## src/rtl/arp_cache_pkg.sv

```systemverilog
// Shared types and constants for the ARP resolution cache.
// Holds the broadcast/ethertype constants used across the UDP/IP stack,
// the table entry record, the lookup FSM state encoding and the filter
// deciding whether an (ip, mac) pair may be learned.
package arp_cache_pkg;

    localparam logic [31:0] BROADCAST_IP   = 32'hFFFF_FFFF;
    localparam logic [47:0] BROADCAST_MAC  = 48'hFFFF_FFFF_FFFF;
    localparam logic [15:0] ETHERTYPE_IPV4 = 16'h0800;
    localparam logic [15:0] ETHERTYPE_ARP  = 16'h0806;

    // Storage width of the per-entry age field; the cache's AGE_W must not exceed it.
    localparam int ARP_AGE_W = 8;

    typedef struct packed {
        logic                 valid;
        logic [31:0]          ip;
        logic [47:0]          mac;
        logic [ARP_AGE_W-1:0] age;
    } arp_entry_t;

    typedef enum logic [1:0] {
        ST_IDLE  = 2'd0,
        ST_MATCH = 2'd1,
        ST_RESP  = 2'd2
    } arp_cache_state_e;

    // Pairs that must never enter the table: null/broadcast IP, broadcast or multicast MAC.
    function automatic logic upd_learnable(input logic [31:0] ip, input logic [47:0] mac);
        return (ip != 32'h0000_0000) && (ip != BROADCAST_IP) &&
               (mac != BROADCAST_MAC) && (mac[40] == 1'b0);
    endfunction

endpackage

```

## src/rtl/arp_cache_if.sv

```systemverilog
// Update / lookup / response handshake bundle of the ARP cache.
// master: the stack side (ARP parser + UDP TX); slave: the cache itself.
interface arp_cache_if;
    logic        upd_valid;
    logic        upd_ready;
    logic [31:0] upd_ip;
    logic [47:0] upd_mac;
    logic        lkp_valid;
    logic        lkp_ready;
    logic [31:0] lkp_ip;
    logic        rsp_valid;
    logic        rsp_ready;
    logic        rsp_hit;
    logic [47:0] rsp_mac;

    modport master (
        output upd_valid, upd_ip, upd_mac, lkp_valid, lkp_ip, rsp_ready,
        input  upd_ready, lkp_ready, rsp_valid, rsp_hit, rsp_mac
    );

    modport slave (
        input  upd_valid, upd_ip, upd_mac, lkp_valid, lkp_ip, rsp_ready,
        output upd_ready, lkp_ready, rsp_valid, rsp_hit, rsp_mac
    );
endinterface

```

## src/rtl/arp_cache_match.sv

```systemverilog
// Combinational associative compare over the ARP table.
// Returns whether a valid entry holds the key IP (and the lowest such index),
// plus the lowest-index free slot. Used by both the lookup and the update path.
module arp_cache_match #(
    parameter int ENTRIES = 8,
    parameter int IDX_W   = 3
) (
    input  logic [ENTRIES-1:0] valid,
    input  logic [31:0]        ips [ENTRIES],
    input  logic [31:0]        key,
    output logic               hit,
    output logic [IDX_W-1:0]   hit_idx,
    output logic               free_any,
    output logic [IDX_W-1:0]   free_idx
);

    // Scan from the top down so the lowest matching / free index wins.
    always_comb begin
        hit      = 1'b0;
        hit_idx  = '0;
        free_any = 1'b0;
        free_idx = '0;
        for (int i = ENTRIES - 1; i >= 0; i--) begin
            if (valid[i] && (ips[i] == key)) begin
                hit     = 1'b1;
                hit_idx = IDX_W'(i);
            end else begin
                hit     = hit;
            end
            if (!valid[i]) begin
                free_any = 1'b1;
                free_idx = IDX_W'(i);
            end else begin
                free_any = free_any;
            end
        end
    end

endmodule

```

## src/rtl/arp_cache.sv

```systemverilog
// IPv4 -> MAC resolution table for the UDP/IP stack.
// Learns (ip, mac) pairs from the ARP parser and answers lookups from the UDP
// TX path through a three-state IDLE/MATCH/RESP FSM (2-cycle latency).
// Replacement: same-IP overwrite, else lowest free slot, else round-robin victim.
// Optional entry aging is compiled in with `define ARP_CACHE_AGING_EN.
module arp_cache
    import arp_cache_pkg::*;
#(
    parameter int ENTRIES = 8,
    parameter int AGE_W   = ARP_AGE_W,
    parameter int AGE_MAX = 200
) (
    input  logic                     clk,
    input  logic                     rst,
    arp_cache_if.slave               bus,
    input  logic                     flush,
    input  logic                     age_tick,
    output logic [$clog2(ENTRIES):0] occupancy
);

    localparam int IDX_W = $clog2(ENTRIES);
    localparam int OCC_W = IDX_W + 1;

    arp_entry_t       tbl_r [ENTRIES];
    logic [IDX_W-1:0] victim_r;
    arp_cache_state_e state_r;
    arp_cache_state_e state_n;
    logic [31:0]      lkp_ip_r;
    logic             rsp_hit_r;
    logic [47:0]      rsp_mac_r;
    logic [OCC_W-1:0] occ_r;

    logic [ENTRIES-1:0] valid_s;
    logic [31:0]        ip_s [ENTRIES];
    logic [OCC_W-1:0]   occ_cnt_s;
    logic               upd_fire_s;
    logic               upd_take_s;
    logic               lkp_fire_s;
    logic               lkp_hit_s;
    logic [IDX_W-1:0]   lkp_idx_s;
    logic               upd_hit_s;
    logic [IDX_W-1:0]   upd_idx_s;
    logic               upd_free_s;
    logic [IDX_W-1:0]   upd_free_idx_s;
    logic [IDX_W-1:0]   slot_s;
    logic               evict_s;
    logic               lkp_free_unused_s;
    logic [IDX_W-1:0]   lkp_free_idx_unused_s;

    // Flatten the table into the compare unit's inputs.
    always_comb begin
        for (int i = 0; i < ENTRIES; i++) begin
            valid_s[i] = tbl_r[i].valid;
            ip_s[i]    = tbl_r[i].ip;
        end
    end

    arp_cache_match #(.ENTRIES(ENTRIES), .IDX_W(IDX_W)) u_lkp_match (
        .valid    (valid_s),
        .ips      (ip_s),
        .key      (lkp_ip_r),
        .hit      (lkp_hit_s),
        .hit_idx  (lkp_idx_s),
        .free_any (lkp_free_unused_s),
        .free_idx (lkp_free_idx_unused_s)
    );

    arp_cache_match #(.ENTRIES(ENTRIES), .IDX_W(IDX_W)) u_upd_match (
        .valid    (valid_s),
        .ips      (ip_s),
        .key      (bus.upd_ip),
        .hit      (upd_hit_s),
        .hit_idx  (upd_idx_s),
        .free_any (upd_free_s),
        .free_idx (upd_free_idx_s)
    );

    // Flush owns the table for its cycle, so updates are refused while it is high.
    assign bus.upd_ready = !rst && !flush;
    assign bus.lkp_ready = !rst && (state_r == ST_IDLE);
    assign bus.rsp_valid = (state_r == ST_RESP);
    assign bus.rsp_hit   = rsp_hit_r;
    assign bus.rsp_mac   = rsp_mac_r;
    assign occupancy     = occ_r;

    assign upd_fire_s = bus.upd_valid && bus.upd_ready;
    assign upd_take_s = upd_fire_s && upd_learnable(bus.upd_ip, bus.upd_mac);
    assign lkp_fire_s = bus.lkp_valid && bus.lkp_ready;

    // Slot choice: refresh same IP, else lowest free slot, else round-robin victim.
    always_comb begin
        slot_s  = '0;
        evict_s = 1'b0;
        if (upd_hit_s) begin
            slot_s = upd_idx_s;
        end else if (upd_free_s) begin
            slot_s = upd_free_idx_s;
        end else begin
            slot_s  = victim_r;
            evict_s = 1'b1;
        end
    end

`ifdef ARP_CACHE_AGING_EN
    logic [AGE_W:0] age_nx_s [ENTRIES];

    // Candidate next age of each entry, one bit wider so the limit test cannot wrap.
    always_comb begin
        for (int i = 0; i < ENTRIES; i++) begin
            age_nx_s[i] = {1'b0, tbl_r[i].age[AGE_W-1:0]} + {{AGE_W{1'b0}}, 1'b1};
        end
    end
`else
    logic unused_cfg_s;

    // Aging is compiled out: the tick, the age limits and the age fields are idle.
    always_comb begin
        unused_cfg_s = ^{age_tick, 32'(AGE_W), 32'(AGE_MAX)};
        for (int i = 0; i < ENTRIES; i++) begin
            unused_cfg_s = unused_cfg_s ^ (^tbl_r[i].age);
        end
    end
`endif

    // Table storage: reset, flush, aging and learning. A write in the same cycle
    // as an aging tick is issued last, so a refreshed entry stays valid at age 0.
    always_ff @(posedge clk) begin
        if (rst) begin
            for (int i = 0; i < ENTRIES; i++) begin
                tbl_r[i] <= '0;
            end
            victim_r <= '0;
        end else if (flush) begin
            for (int i = 0; i < ENTRIES; i++) begin
                tbl_r[i].valid <= 1'b0;
                tbl_r[i].age   <= '0;
            end
        end else begin
`ifdef ARP_CACHE_AGING_EN
            if (age_tick) begin
                for (int i = 0; i < ENTRIES; i++) begin
                    if (tbl_r[i].valid) begin
                        if (age_nx_s[i] >= (AGE_W+1)'(AGE_MAX)) begin
                            tbl_r[i].valid <= 1'b0;
                            tbl_r[i].age   <= ARP_AGE_W'(AGE_MAX);
                        end else begin
                            tbl_r[i].age   <= ARP_AGE_W'(age_nx_s[i][AGE_W-1:0]);
                        end
                    end
                end
            end
`endif
            if (upd_take_s) begin
                tbl_r[slot_s] <= arp_entry_t'{valid: 1'b1, ip: bus.upd_ip,
                                              mac: bus.upd_mac, age: '0};
                if (evict_s) begin
                    victim_r <= victim_r + {{(IDX_W-1){1'b0}}, 1'b1};
                end
            end
        end
    end

    // Count of valid entries, registered so it trails the table by one cycle.
    always_comb begin
        occ_cnt_s = '0;
        for (int i = 0; i < ENTRIES; i++) begin
            occ_cnt_s = occ_cnt_s + OCC_W'(valid_s[i]);
        end
    end

    // Occupancy register.
    always_ff @(posedge clk) begin
        if (rst) begin
            occ_r <= '0;
        end else begin
            occ_r <= occ_cnt_s;
        end
    end

    // Lookup FSM state register.
    always_ff @(posedge clk) begin
        if (rst) begin
            state_r <= ST_IDLE;
        end else begin
            state_r <= state_n;
        end
    end

    // Lookup FSM next state: accept, one compare cycle, hold result until consumed.
    always_comb begin
        state_n = state_r;
        case (state_r)
            ST_IDLE: begin
                if (lkp_fire_s) begin
                    state_n = ST_MATCH;
                end else begin
                    state_n = ST_IDLE;
                end
            end
            ST_MATCH: begin
                state_n = ST_RESP;
            end
            ST_RESP: begin
                if (bus.rsp_ready) begin
                    state_n = ST_IDLE;
                end else begin
                    state_n = ST_RESP;
                end
            end
            default: begin
                state_n = ST_IDLE;
            end
        endcase
    end

    // Latch the address being resolved when a lookup is accepted.
    always_ff @(posedge clk) begin
        if (rst) begin
            lkp_ip_r <= '0;
        end else if (lkp_fire_s) begin
            lkp_ip_r <= bus.lkp_ip;
        end else begin
            lkp_ip_r <= lkp_ip_r;
        end
    end

    // Capture the result in MATCH from the table as it stood before this edge;
    // broadcast bypasses the table. Held untouched through RESP.
    always_ff @(posedge clk) begin
        if (rst) begin
            rsp_hit_r <= 1'b0;
            rsp_mac_r <= '0;
        end else if (state_r == ST_MATCH) begin
            if (lkp_ip_r == BROADCAST_IP) begin
                rsp_hit_r <= 1'b1;
                rsp_mac_r <= BROADCAST_MAC;
            end else if (lkp_hit_s) begin
                rsp_hit_r <= 1'b1;
                rsp_mac_r <= tbl_r[lkp_idx_s].mac;
            end else begin
                rsp_hit_r <= 1'b0;
                rsp_mac_r <= '0;
            end
        end else begin
            rsp_hit_r <= rsp_hit_r;
            rsp_mac_r <= rsp_mac_r;
        end
    end

endmodule
```

## src/flat_wrapper.sv

```systemverilog
// flat-port wrapper written by rule: the top's interface ports become plain ports
module arp_cache_flat import arp_cache_pkg::*;
#(
    parameter int ENTRIES = 8,
    parameter int AGE_W   = ARP_AGE_W,
    parameter int AGE_MAX = 200
)
  (clk, rst, flush, age_tick, occupancy, bus_upd_valid, bus_upd_ip, bus_upd_mac, bus_lkp_valid, bus_lkp_ip, bus_rsp_ready, bus_upd_ready, bus_lkp_ready, bus_rsp_valid, bus_rsp_hit, bus_rsp_mac);
  arp_cache_if bus_i ();
  input  logic clk;
  input  logic rst;
  input  logic flush;
  input  logic age_tick;
  output logic [$clog2(ENTRIES):0] occupancy;
  input wire logic [$bits(bus_i.upd_valid)-1:0] bus_upd_valid;
  input wire logic [$bits(bus_i.upd_ip)-1:0] bus_upd_ip;
  input wire logic [$bits(bus_i.upd_mac)-1:0] bus_upd_mac;
  input wire logic [$bits(bus_i.lkp_valid)-1:0] bus_lkp_valid;
  input wire logic [$bits(bus_i.lkp_ip)-1:0] bus_lkp_ip;
  input wire logic [$bits(bus_i.rsp_ready)-1:0] bus_rsp_ready;
  output wire logic [$bits(bus_i.upd_ready)-1:0] bus_upd_ready;
  output wire logic [$bits(bus_i.lkp_ready)-1:0] bus_lkp_ready;
  output wire logic [$bits(bus_i.rsp_valid)-1:0] bus_rsp_valid;
  output wire logic [$bits(bus_i.rsp_hit)-1:0] bus_rsp_hit;
  output wire logic [$bits(bus_i.rsp_mac)-1:0] bus_rsp_mac;
  assign bus_i.upd_valid = bus_upd_valid;
  assign bus_i.upd_ip = bus_upd_ip;
  assign bus_i.upd_mac = bus_upd_mac;
  assign bus_i.lkp_valid = bus_lkp_valid;
  assign bus_i.lkp_ip = bus_lkp_ip;
  assign bus_i.rsp_ready = bus_rsp_ready;
  assign bus_upd_ready = bus_i.upd_ready;
  assign bus_lkp_ready = bus_i.lkp_ready;
  assign bus_rsp_valid = bus_i.rsp_valid;
  assign bus_rsp_hit = bus_i.rsp_hit;
  assign bus_rsp_mac = bus_i.rsp_mac;
  arp_cache #(.ENTRIES(ENTRIES), .AGE_W(AGE_W), .AGE_MAX(AGE_MAX)) u_core (.clk(clk), .rst(rst), .bus(bus_i), .flush(flush), .age_tick(age_tick), .occupancy(occupancy));
endmodule
```

## config.mk

```make
export PLATFORM = sky130hd
export DESIGN_NAME = arp_cache_flat
export DESIGN_NICKNAME = d
export VERILOG_FILES = /design/src/rtl/arp_cache_pkg.sv /design/src/rtl/arp_cache_if.sv /design/src/rtl/arp_cache_match.sv /design/src/rtl/arp_cache.sv /design/src/flat_wrapper.sv
export SDC_FILE = /design/constraint.sdc
export NUM_CORES = 2
export LEC_CHECK = 0
export CAP_MARGIN = 20
export CELL_PAD_IN_SITES_DETAIL_PLACEMENT = 0
export CELL_PAD_IN_SITES_GLOBAL_PLACEMENT = 1
export CORE_ASPECT_RATIO = 1.5
export CORE_MARGIN = 3
export CORE_UTILIZATION = 45
export DETAILED_ROUTE_END_ITERATION = 10
export GPL_ROUTABILITY_DRIVEN = 0
export GPL_TIMING_DRIVEN = 0
export PLACE_DENSITY = 0.77
export SLEW_MARGIN = 20
export SYNTH_ARGS = -nofsm -noshare
export SYNTH_HDL_FRONTEND = slang
export SYNTH_SLANG_ARGS = --single-unit
```

## constraint.sdc

```tcl
create_clock -name clk -period 8.1 [get_ports clk]
set_clock_uncertainty 0.05 [all_clocks]
set_input_delay 1.215 -clock clk [delete_from_list [all_inputs] [get_ports clk]]
set_output_delay 1.215 -clock clk [all_outputs]
set_load 0.01 [all_outputs]
```

==> summary.md <==
| Metric | Value |
|---|---|
| # hold bufs at CTS | `0` |
| Drt initial violations | `4,168` |
| Max Cap Viol | `0` |
| Final hold vios | `0` |
| Sw Ratio | `about a quarter` |
| Synth Flop Type | `edfxtp_1` |
| Worst Hold Class | `flop to flop` |
| Layout cell share with drive strength beyond 1 | `10.58%` |
| Sequential Power Share | `49.3%` |
| Synth Cell Area | `between 30,000 and 40,000 um^2` |
| GR Util All Layers | `36.77%` |
| P_sw | `around 2.3 mW` |
| Setup violators final | `0` |
| Minimum clock period after layout | `roughly 6800 ps` |
| Fin nets | `around 3.7k` |
| Combinational share of power | `11.2%` |
| Max Slew Vio Count | `0` |
| Worst-skew pair later-pin latency | `between 600 and 700 ps` |
| Power Dens Cells | `between 200 and 250 nW/um^2` |
| Post-synth cell types | `65` |
| Leak | `about 15 nW` |
| Arrival time of the worst setup path | `roughly 7200 ps` |
| CTS H-tree lvls | `3` |
| Slew HR | `approximately 17%` |
| Fin area | `43,860 um^2` |
| Dpl cell area | `41,480 um^2` |
| Period utilization | `between 80% and 90%` |
| Drt total wl | `162,700 um` |
| Postcts setup bufs | `0` |
| Clock root buffer | `clkbuf_16` |
| Initial antenna violation count | `5` |
| EDFF count, synth | `640` |
| ANT nets after route | `0` |
| Crit Path Category | `primary input to flop` |
| Clock Power Share | `between 30 and 40%` |
| Yosys reg bits | `around 740` |
| Worst path required time | `around 8500 ps` |
| Post-synth ARST share | `0%` |
| First-pass GRT wire length | `226,000 um` |
| Row count | `roughly 130` |
| Clock transition at the registers of the reported paths | `60 ps` |
| Crit Path Max Fanout | `14` |
| Die height | `359.4 um` |
| Pin count of the biggest net entering global routing | `47` |
| Hpwl dp | `112,700 um` |
| Status | `finished, final reports clean` |
| TritonCTS clock tree | `built` |
| DRC | `0` |
| Core footprint | `82,480 um^2` |
| CTS Sinks | `approximately 740` |
| DIE AREA | `between 80,000 and 90,000 um^2` |
| CTS Buf Count | `74` |
| Wire length per cell | `~34 um` |
| # port buffers | `around 170` |
| Seq/Total Area, Yosys | `a little under three fifths` |
| I/O Pins | `~180` |
| Via count | `between 30k and 40k` |
| Post-CTS Resized | `0` |
| WHS | `around 450 ps` |
| Synth Area per Inst | `between 10 and 15 um^2` |
| Initial Util | `a little under half` |
| Layout overhead on the synthesized area | `17.03%` |
| Pre-Repair DR Iteration Count | `6` |
| Flop-to-flop setup slack | `2440 ps` |
| Total grt overflow | `0` |
| Worst Setup Start Kind | `primary input` |
| Clk buf depth | `3` |
| Post-Synthesis Cells | `3,309` |
| Vias/cell | `approximately 6.5` |
| Vias in the first global route | `30.53k` |
| Worst Tran Pin Value | `1234 ps` |
| Fmax | `0.1463 GHz` |
| Synth warn | `0` |
| IR drop worst, VDD | `between 0.15 and 0.2 mV` |
| Setup TNS | `0 ps` |
| CP endpoint kind | `flop` |
| DIE WIDTH | `about 240 um` |
| RSZ-0062 raised after global routing | `false` |
| Internal Power | `approximately 6.5 mW` |
-- layout by cell type (no fill, tap or decap), types with 9 or more instances in the layout --
master | synthesis | layout
a211oi_1 | 32 | 32
a21oi_1 | 82 | 82
a221o_1 | 26 | 26
buf_1 | 20 | 10
buf_12 | 0 | 9
buf_16 | 0 | 20
buf_2 | 122 | 131
buf_4 | 19 | 23
buf_6 | 13 | 14
clkbuf_1 | 104 | 120
clkbuf_16 | 0 | 75
clkdlybuf4s50_1 | 0 | 171
clkinv_1 | 80 | 95
clkinv_2 | 0 | 10
dfxtp_1 | 98 | 98
edfxtp_1 | 640 | 640
inv_1 | 42 | 42
mux2_2 | 58 | 58
mux2i_1 | 65 | 65
nand2_1 | 114 | 114
nand3_1 | 30 | 30
nand4_1 | 82 | 82
nand4b_1 | 19 | 19
nor2_1 | 84 | 84
nor3_1 | 655 | 654
nor4_1 | 142 | 139
o211ai_1 | 53 | 53
o21ai_0 | 40 | 40
o22a_1 | 26 | 26
o31ai_1 | 16 | 16
or3_1 | 12 | 12
or4_1 | 9 | 9
xnor2_1 | 167 | 167
xor2_1 | 346 | 346
-- sequential cells by signal (all words and copies together) (netlist names) --
name                count
u_core.state_r          2
u_core.bus.rsp_mac     48
u_core.tbl_r          648
u_core.occupancy        4
u_core.victim_r         3
u_core.lkp_ip_r        32
u_core.bus.rsp_hit      1
-- worst max-delay path: stages --
cell and delay, ps:
clkdlybuf4s50_1 510, clkbuf_2 540, xnor2_1 250, nand4_1 130
nor4_1 1040, nand4_1 470, inv_1 140, o21ai_0 160
a21oi_2 750, clkbuf_1 530, buf_2 520, o21bai_4 370
buf_16 300, buf_16 170
-- through the flow --
stage	instances	worst slack, ps	utilization (%)	power (mW)
finish	4772	1267	53.18	8.823
global route	4771	1349	53.17	8.992
CTS	4769	1658	53.15	8.756
detailed placement	4632	994.3	50.29	5.377
global placement	4600	-5479	49.23	5.357
floorplan	3316	371.2	-	4.909
-- power by group through the flow --
stage / logic (mW) / clock network (mW) / registers, mW
6_report: 0.992 / 3.48 / 4.35
5_1_grt: 1.02 / 3.61 / 4.36
4_1_cts: 0.953 / 3.45 / 4.35
3_5_place_dp: 0.948 / 0 / 4.43
3_3_place_gp: 0.895 / 0 / 4.46
2_1_floorplan: 0.482 / 0 / 4.43
-- cells in the mapped netlist (9+ instances only) --
cell type | instances | area, um^2
a211oi_1 | 32 | 240.2
a21oi_1 | 82 | 410.4
a221o_1 | 26 | 260.3
buf_1 | 20 | 75.07
buf_2 | 122 | 610.6
buf_4 | 19 | 142.6
buf_6 | 13 | 146.4
clkbuf_1 | 104 | 390.4
clkinv_1 | 80 | 300.3
dfxtp_1 | 98 | 1962
edfxtp_1 | 640 | 19220
inv_1 | 42 | 157.7
mux2_2 | 58 | 653.1
mux2i_1 | 65 | 650.6
nand2_1 | 114 | 427.9
nand3_1 | 30 | 150.1
nand4_1 | 82 | 513.0
nand4b_1 | 19 | 166.4
nor2_1 | 84 | 315.3
nor3_1 | 655 | 3278
nor4_1 | 142 | 888.4
o211ai_1 | 53 | 397.9
o21ai_0 | 40 | 200.2
o21bai_1 | 11 | 82.58
o22a_1 | 26 | 227.7
o31ai_1 | 16 | 120.1
or3_1 | 12 | 75.07
or4_1 | 9 | 67.56
xnor2_1 | 167 | 1463
xor2_1 | 346 | 3030
-- per-layer routing --
layer  share of wire [%]  up-vias  global-route usage, %
met5               0.017        -                      0
met4                  10        4                  31.03
met3                  11      736                  9.378
met2                  46     2388                  59.61
met1                  32    15150                  40.47
li1                    -    12860                      -
-- cells by family after synthesis --
group / after synthesis / synth area share [%]
AOI/OAI and AO/OA: 336 / 6.263
xor gates and xnor gates: 513 / 11.99
adders and majority gates: 8 / 0.3472
buffers and inverters: 401 / 4.878
DFF: 738 / 56.52
muxes: 123 / 3.479
other: 1 / 0.01001
and+or+nand+nor: 1189 / 16.52
-- worst paths after layout --
check,startpoint,endpoint,depth (start not counted)
min reg2reg,u_core.bus.rsp_mac[7],u_core.bus.rsp_mac[7],2
max reg2reg,u_core.tbl_r[3][50],u_core.tbl_r[2][29],12
min,u_core.bus.rsp_mac[7],u_core.bus.rsp_mac[7],2
max,bus_upd_ip[2],u_core.tbl_r[2][29],14
-- layout make-up --
type | instances | area, um^2
clock buffer | 96 | 1996
clock inverter | 41 | 364.1
multi-input combinational | 2177 | 14600
tap | 1113 | 1393
timing repair buffer | 205 | 2484
antenna | 1 | 2.502
buffer | 279 | 1384
sequential | 738 | 21180
fill | 7313 | 38620
inverter | 122 | 457.9
No activity file was read; power rests on OpenSTA's default activity.
